`src/rtl/dcs_reg_capture_if.sv`:
```
// Decoded DSI byte stream into the register-capture block, and the committed
// register/S-wire results out of it.
interface dcs_reg_capture_if;
  logic        i_byte_valid;
  logic [7:0]  i_byte;
  logic        i_byte_sop;
  logic        i_byte_eop;
  logic [15:0] o_b1_data;
  logic [15:0] o_b5_data;
  logic        o_swire_start;
  logic        o_upd;
  logic        o_drop;

  modport master (
    output i_byte_valid, i_byte, i_byte_sop, i_byte_eop,
    input  o_b1_data, o_b5_data, o_swire_start, o_upd, o_drop
  );

  modport slave (
    input  i_byte_valid, i_byte, i_byte_sop, i_byte_eop,
    output o_b1_data, o_b5_data, o_swire_start, o_upd, o_drop
  );
endinterface

```
`src/rtl/dcs_reg_capture.sv`:
```
// DSI packet parser: captures B1h/B5h long-write parameters and display on/off
// state, committing outputs only when a packet completes cleanly.
module dcs_reg_capture #(
  parameter logic [7:0]  B1_ADDR = 8'hB1,
  parameter logic [7:0]  B5_ADDR = 8'hB5,
  parameter logic [15:0] B1_RST  = 16'h0000,
  parameter logic [15:0] B5_RST  = 16'h0000,
  parameter logic [15:0] TIMEOUT = 16'd4095
) (
  input logic              i_clk_38m,
  input logic              i_reset,
  dcs_reg_capture_if.slave bus
);

  localparam logic [7:0] DT_SHORT0 = 8'h05;
  localparam logic [7:0] DT_SHORT1 = 8'h15;
  localparam logic [7:0] DT_LONG   = 8'h39;

  typedef enum logic [2:0] {S_IDLE, S_WC_LO, S_WC_HI, S_CMD, S_PARAM, S_SKIP} state_e;

  state_e      state_q, state_d;
  logic [7:0]  dt_q, dt_d, cmd_q, cmd_d;
  logic        cmd_vld_q, cmd_vld_d;
  logic [15:0] wc_q, wc_d, pc_q, pc_d, sh_q, sh_d, idle_q, idle_d;
  logic [15:0] b1_q, b1_d, b5_q, b5_d;
  logic        sw_q, sw_d, upd_q, upd_d, drop_q, drop_d;

  logic        vld, sop, eop, tmo, tracked_q, commit;
  logic [7:0]  byte_in;
  logic [15:0] idle_inc;

  assign vld      = bus.i_byte_valid;
  assign sop      = bus.i_byte_sop;
  assign eop      = bus.i_byte_eop;
  assign byte_in  = bus.i_byte;
  assign idle_inc = idle_q + 16'd1;
  assign tmo      = !vld && (state_q != S_IDLE) && (idle_inc == TIMEOUT);

  function automatic logic is_reg(input logic [7:0] c);
    return (c == B1_ADDR) || (c == B5_ADDR);
  endfunction

  // A packet "matters" for o_drop only once a long write has named B1h/B5h.
  assign tracked_q = (dt_q == DT_LONG) && cmd_vld_q && is_reg(cmd_q);

  always_ff @(posedge i_clk_38m or posedge i_reset) begin
    if (i_reset) state_q <= S_IDLE;
    else         state_q <= state_d;
  end

  always_comb begin
    state_d = state_q;
    if (vld && sop) begin
      case (byte_in)
        DT_SHORT0, DT_SHORT1: state_d = S_CMD;
        DT_LONG:              state_d = S_WC_LO;
        default:              state_d = S_SKIP;
      endcase
      if (eop) state_d = S_IDLE;
    end else if (vld) begin
      case (state_q)
        S_WC_LO: state_d = S_WC_HI;
        S_WC_HI: state_d = S_CMD;
        S_CMD:   state_d = S_PARAM;
        default: state_d = state_q;
      endcase
      if (eop) state_d = S_IDLE;
    end else if (tmo) begin
      state_d = S_IDLE;
    end
  end

  always_comb begin
    dt_d      = dt_q;
    cmd_d     = cmd_q;
    cmd_vld_d = cmd_vld_q;
    wc_d      = wc_q;
    pc_d      = pc_q;
    sh_d      = sh_q;
    idle_d    = idle_q;
    b1_d      = b1_q;
    b5_d      = b5_q;
    sw_d      = sw_q;
    upd_d     = 1'b0;
    drop_d    = 1'b0;
    commit    = 1'b0;
    if (vld) begin
      idle_d = '0;
      if (sop) begin
        // A sop mid-packet aborts the old packet and starts the new one at once.
        drop_d    = (state_q != S_IDLE) && tracked_q;
        dt_d      = byte_in;
        cmd_vld_d = 1'b0;
        wc_d      = '0;
        pc_d      = '0;
        sh_d      = '0;
      end else begin
        case (state_q)
          S_WC_LO: wc_d[7:0] = byte_in;
          S_WC_HI: begin
            wc_d[15:8] = byte_in;
            pc_d       = '0;
          end
          S_CMD: begin
            cmd_d     = byte_in;
            cmd_vld_d = 1'b1;
            pc_d      = 16'd1;
          end
          S_PARAM: begin
            pc_d = (pc_q == 16'hFFFF) ? pc_q : pc_q + 16'd1;
            if (dt_q == DT_LONG) begin
              if (pc_q == 16'd1)      sh_d[15:8] = byte_in;
              else if (pc_q == 16'd2) sh_d[7:0]  = byte_in;
            end
          end
          default: ;
        endcase
        commit = eop && (state_q != S_IDLE);
      end
    end else if (state_q != S_IDLE) begin
      idle_d = tmo ? 16'd0 : idle_inc;
      drop_d = tmo && tracked_q;
    end

    // Commit looks at the post-byte view so an eop on CMD or P2 counts that byte.
    if (commit) begin
      if ((dt_q == DT_LONG) && cmd_vld_d && is_reg(cmd_d)) begin
        if ((pc_d == wc_d) && (wc_d >= 16'd3)) begin
          if (cmd_d == B1_ADDR) b1_d = sh_d;
          if (cmd_d == B5_ADDR) b5_d = sh_d;
          upd_d = 1'b1;
        end else begin
          drop_d = 1'b1;
        end
      end else if ((dt_q == DT_SHORT0) && cmd_vld_d) begin
        case (cmd_d)
          8'h29:        sw_d = 1'b1;
          8'h28, 8'h10: sw_d = 1'b0;
          default: ;
        endcase
      end
    end
  end

  always_ff @(posedge i_clk_38m or posedge i_reset) begin
    if (i_reset) begin
      dt_q      <= '0;
      cmd_q     <= '0;
      cmd_vld_q <= 1'b0;
      wc_q      <= '0;
      pc_q      <= '0;
      sh_q      <= '0;
      idle_q    <= '0;
      b1_q      <= B1_RST;
      b5_q      <= B5_RST;
      sw_q      <= 1'b0;
      upd_q     <= 1'b0;
      drop_q    <= 1'b0;
    end else begin
      dt_q      <= dt_d;
      cmd_q     <= cmd_d;
      cmd_vld_q <= cmd_vld_d;
      wc_q      <= wc_d;
      pc_q      <= pc_d;
      sh_q      <= sh_d;
      idle_q    <= idle_d;
      b1_q      <= b1_d;
      b5_q      <= b5_d;
      sw_q      <= sw_d;
      upd_q     <= upd_d;
      drop_q    <= drop_d;
    end
  end

  assign bus.o_b1_data     = b1_q;
  assign bus.o_b5_data     = b5_q;
  assign bus.o_swire_start = sw_q;
  assign bus.o_upd         = upd_q;
  assign bus.o_drop        = drop_q;

endmodule

```
`src/flat_wrapper.sv`:
```
// flat-port wrapper written by rule: the top's interface ports become plain ports
module dcs_reg_capture_flat 
#(
  parameter logic [7:0]  B1_ADDR = 8'hB1,
  parameter logic [7:0]  B5_ADDR = 8'hB5,
  parameter logic [15:0] B1_RST  = 16'h0000,
  parameter logic [15:0] B5_RST  = 16'h0000,
  parameter logic [15:0] TIMEOUT = 16'd4095
)
  (i_clk_38m, i_reset, bus_i_byte_valid, bus_i_byte, bus_i_byte_sop, bus_i_byte_eop, bus_o_b1_data, bus_o_b5_data, bus_o_swire_start, bus_o_upd, bus_o_drop);
  dcs_reg_capture_if bus_i ();
  input logic i_clk_38m;
  input logic i_reset;
  input wire logic [$bits(bus_i.i_byte_valid)-1:0] bus_i_byte_valid;
  input wire logic [$bits(bus_i.i_byte)-1:0] bus_i_byte;
  input wire logic [$bits(bus_i.i_byte_sop)-1:0] bus_i_byte_sop;
  input wire logic [$bits(bus_i.i_byte_eop)-1:0] bus_i_byte_eop;
  output wire logic [$bits(bus_i.o_b1_data)-1:0] bus_o_b1_data;
  output wire logic [$bits(bus_i.o_b5_data)-1:0] bus_o_b5_data;
  output wire logic [$bits(bus_i.o_swire_start)-1:0] bus_o_swire_start;
  output wire logic [$bits(bus_i.o_upd)-1:0] bus_o_upd;
  output wire logic [$bits(bus_i.o_drop)-1:0] bus_o_drop;
  assign bus_i.i_byte_valid = bus_i_byte_valid;
  assign bus_i.i_byte = bus_i_byte;
  assign bus_i.i_byte_sop = bus_i_byte_sop;
  assign bus_i.i_byte_eop = bus_i_byte_eop;
  assign bus_o_b1_data = bus_i.o_b1_data;
  assign bus_o_b5_data = bus_i.o_b5_data;
  assign bus_o_swire_start = bus_i.o_swire_start;
  assign bus_o_upd = bus_i.o_upd;
  assign bus_o_drop = bus_i.o_drop;
  dcs_reg_capture #(.B1_ADDR(B1_ADDR), .B5_ADDR(B5_ADDR), .B1_RST(B1_RST), .B5_RST(B5_RST), .TIMEOUT(TIMEOUT)) u_core (.i_clk_38m(i_clk_38m), .i_reset(i_reset), .bus(bus_i));
endmodule
```
`config.mk`:
```
export PLATFORM = sky130hd
export DESIGN_NAME = dcs_reg_capture_flat
export DESIGN_NICKNAME = d
export VERILOG_FILES = /design/src/rtl/dcs_reg_capture_if.sv /design/src/rtl/dcs_reg_capture.sv /design/src/flat_wrapper.sv
export SDC_FILE = /design/constraint.sdc
export NUM_CORES = 1
export LEC_CHECK = 0
export CORE_MARGIN = 2
export CORE_UTILIZATION = 25
export DETAILED_ROUTE_END_ITERATION = 8
export PLACE_DENSITY = 0.49
export SLEW_MARGIN = 25
export SYNTH_ARGS = -nofsm -noshare
export SYNTH_HDL_FRONTEND = slang
export SYNTH_SLANG_ARGS = --single-unit
```
`constraint.sdc`:
```
create_clock -name i_clk_38m -period 5.1 [get_ports i_clk_38m]
set_input_delay 1.02 -clock i_clk_38m [delete_from_list [all_inputs] [get_ports i_clk_38m]]
set_output_delay 1.02 -clock i_clk_38m [all_outputs]
set_load 0.01 [all_outputs]
```
==> qor.csv <==
stage,metric,value,unit
critical_path,CP Capture Type,flop,
clock_network,clock-pin slew on the worst setup and hold paths,60,ps
final_layout,final std cells w/o fill,1061,
drt,DR iter-0 viols,484,
sta,min Tclk post-route,4640,ps
clock_network,root buffer cell,clkbuf_16,
global_route,initial antenna violation count,0,
critical_path,"Max FO, Critical Path",16,
floorplanning,Core ar.,25800,sq um
synthesis,Post-Syn Area,6500,sq um
synthesis,synth top area cells,"dfrtp_1 (46%), nand2_1 (5.4%), mux2_4 (4.6%)",
placement,RePlAce Congestion,0.865,
drt,ANT nets after route,0,
synthesis,Post-synth EDFFs,0,
sta,fin crit share,91.0,%
power,Seq pwr share,40.4,%
synthesis,Yosys cell types,71,
critical_path,"Slowest-stage cell, CP",clkdlybuf4s50_1,
critical_path,Worst path max stage delay,840,ps
sta,Fin Setup TNS,0,ps
clock_network,H-tree Lvls,4,
placement,port bufs,47,
final_layout,fin area,8010,sq um
sta,worst slew pin tran,737,ps
placement,area of placed instances,7410,sq um
sta,Slew Limit Headroom,50.4,%
critical_path,startpoint type of the worst setup path,primary input,
drt,wire per inst,17.7,um
synthesis,"FFs w/ async S/R, synth",100,%
power,Leakage,0.00342,uW
clock_network,CTS Hold Bufs,0,
power,Sw Ratio,30.9,%
hold_path,hold crit path type,reg -> reg,
sta,Slew Limit Fails,0,
final_layout,Post-layout nets,731,
sta,final worst slack,461,ps
final_layout,# fillers,2621,
drt,final WL,18.7,mm
floorplanning,IO Pins,48,
power,clock share of power,47.0,%
drt,via count,5280,
placement,placed insts,1029,
sta,Fin Clk Skew,23.3,ps
clock_network,clock buffer count from CTS,17,
floorplanning,Die Area,27300,sq um
clock_network,Worst-Skew Late Latency,430,ps
final_layout,Syn-to-layout area delta,23.2,%
sta,Final setup viols,0,
drt,DR vias/cell,4.98,
floorplanning,Die Span Y,165,um
synthesis,syn_nets,680,
global_route,largest net degree at the start of global routing,79,
power,PwrDens,320,nW/um^2
placement,Post-DP HPWL,13.2,mm
floorplanning,initial core utilization,25.2,%
sta,Fin. Hold Viols,0,
clock_network,maximum buffer depth of the clock tree,2,
placement,Place WS,27.8,ps
final_layout,layout cells sized above 1,15.0,%
final_layout,ANT cells,0,
global_route,gr usage total,14.6,%
clock_network,post-cts gate resize count,0,
global_route,first-pass GRT wire length,30.5,mm
synthesis,Mapped Cells,662,
final_layout,fin util,31.1,%
drt,drt drc,0,
power,Max IR drop VDD,0.235,mV
synthesis,Most used DFF post-synth,dfrtp_1,
synthesis,YS warnings,0,
status,status,"finished, final reports clean",
synthesis,Yosys top cell by area,dfrtp_1,
power,sw power,790,uW
power,Internal,1770,uW
critical_path,Critical Path RT,5410,ps
synthesis,Mean Syn Cell Area,9.81,sq um
sta,f_max,216,MHz
global_route,vias in the first global route,5229,
synthesis,cell types with the highest counts after synthesis,"dfrtp_1 (119), nand2_1 (94), nor2_1 (43), a21oi_1 (38), o21ai_0 (29)",
critical_path,CP Cell Sequence,clkdlybuf4s50_1 -> and2_1 -> buf_4 -> a21o_1 -> o211ai_1 -> a2111oi_0 -> o2111ai_1 -> nor4_4 -> nand4_4 -> mux2_4,
floorplanning,row count,59,
critical_path,WS Path Type,in -> reg,
clock_network,Post-CTS Setup Inserts,0,
critical_path,crit path DAT,4950,ps
flow_run,Max-Cap Viols,0,
synthesis,most frequent cell after synthesis,dfrtp_1,
floorplanning,die width,165,um
global_route,global route overflow,0,
synthesis,share of the synthesized area in the top cell type,45.8,%
drt,drt first pass iters,7,
clock_network,TritonCTS clock tree,yes,
synthesis,sequential share of the synthesized area,45.8,%
sta,RSZ-0062 raised after global routing,no,
synthesis,Seq cells post-synth,119,
power,combinational power share,12.6,%
clock_network,CTS Sinks,119,
-- critical path: cells and delay by family --
| family | cells | cell delay [ps] |
|---|---|---|
| buffers and inverters | 2 | 1090 |
| AND/OR/NAND/NOR | 3 | 1530 |
| AO/OA/AOI/OAI | 4 | 850 |
| multiplexers | 1 | 450 |
-- cells in the final DEF, fill, tap and decap left out, types with 8 or more instances in the layout --
cell and count:
a21oi_1 38, or3_1 10, nor3_1 22, dfrtp_1 119, and3_1 8, nor4_1 15, a22o_1 16, mux2_2 16
clkdlybuf4s50_1 47, clkbuf_16 17, xnor2_1 12, nand3_1 14, inv_1 15, buf_4 25, mux2i_1 8, nand2_1 94
nand2b_1 8, mux2_4 20, nor2_1 43, o21ai_0 29, nand4_1 10
-- sequential cells by signal, summed over array words and instances (netlist names) --
| register | count |
|---|---|
| u_core.wc_q | 16 |
| u_core.cmd_q | 8 |
| u_core.state_q | 3 |
| u_core.bus.o_b1_data | 16 |
| u_core.idle_q | 16 |
| u_core.cmd_vld_q | 1 |
| u_core.dt_q | 8 |
| u_core.pc_q | 16 |
| u_core.bus.o_b5_data | 16 |
| u_core.bus.o_drop | 1 |
| u_core.bus.o_upd | 1 |
| u_core.bus.o_swire_start | 1 |
| u_core.sh_q | 16 |
-- routing by layer --
layer  global-route usage [%]  vias to the layer above  wire [um]
li1                         -                     2535          -
met1                     20.4                     2569       8860
met2                     21.5                      146       8540
met3                     3.55                       30        854
met4                     6.05                        0        469
met5                        0                        -          0
-- cells by family after synthesis --
kind of cell    Yosys count  synth area share, %
compound gates          148                 15.6
xor+xnor                 19                 2.56
fa+ha+maj                 5                0.963
buf+inv                  58                 3.89
flops                   119                 45.8
mux                      44                 8.63
simple gates            269                 22.5
-- area by class of cell --
type | count | area [sq um] | share of cell area, %
multi-input cells | 485 | 3270 | 40.8
flip-flops and latches | 119 | 2980 | 37.2
repair buffers | 73 | 678 | 8.47
clock buffers | 17 | 425 | 5.31
well taps | 335 | 419 | 5.24
clock inverters | 15 | 169 | 2.11
inverters | 17 | 68.8 | 0.860
-- metrics by stage --
| step | power, uW | hold slack (ps) |
|---|---|---|
| 3_5_place_dp | 1370 | 468 |
| 3_3_place_gp | 1370 | 463 |
| 6_report | 2560 | 480 |
| 5_1_grt | 2680 | 507 |
| 2_1_floorplan | 1260 | 438 |
| 4_1_cts | 2590 | 484 |
-- power by group through the flow --
stage	registers (uW)	clock network, uW	logic [uW]
after global routing	1040	1270	361
after global placement	1050	0	324
after floorplan	1030	0	232
after detailed placement	1050	0	324
final	1030	1200	323
after CTS	1030	1230	325
-- path summary, 6_finish.rpt --
| kind | cells past startpoint | slack (ps) | start | end |
|---|---|---|---|---|
| max | 10 | 460 | bus_i_byte_valid | u_core.bus.o_b1_data[0] |
| min | 2 | 480 | u_core.dt_q[1] | u_core.dt_q[1] |
| max reg2reg | 10 | 860 | u_core.state_q[2] | u_core.bus.o_b1_data[0] |
| min reg2reg | 2 | 480 | u_core.dt_q[1] | u_core.dt_q[1] |
| max in group asynchronous | 3 | 3290 | i_reset | u_core.sh_q[11] |
| min in group asynchronous | 2 | 1120 | i_reset | u_core.idle_q[14] |
Note: power is estimated with default switching activity, not from simulation.
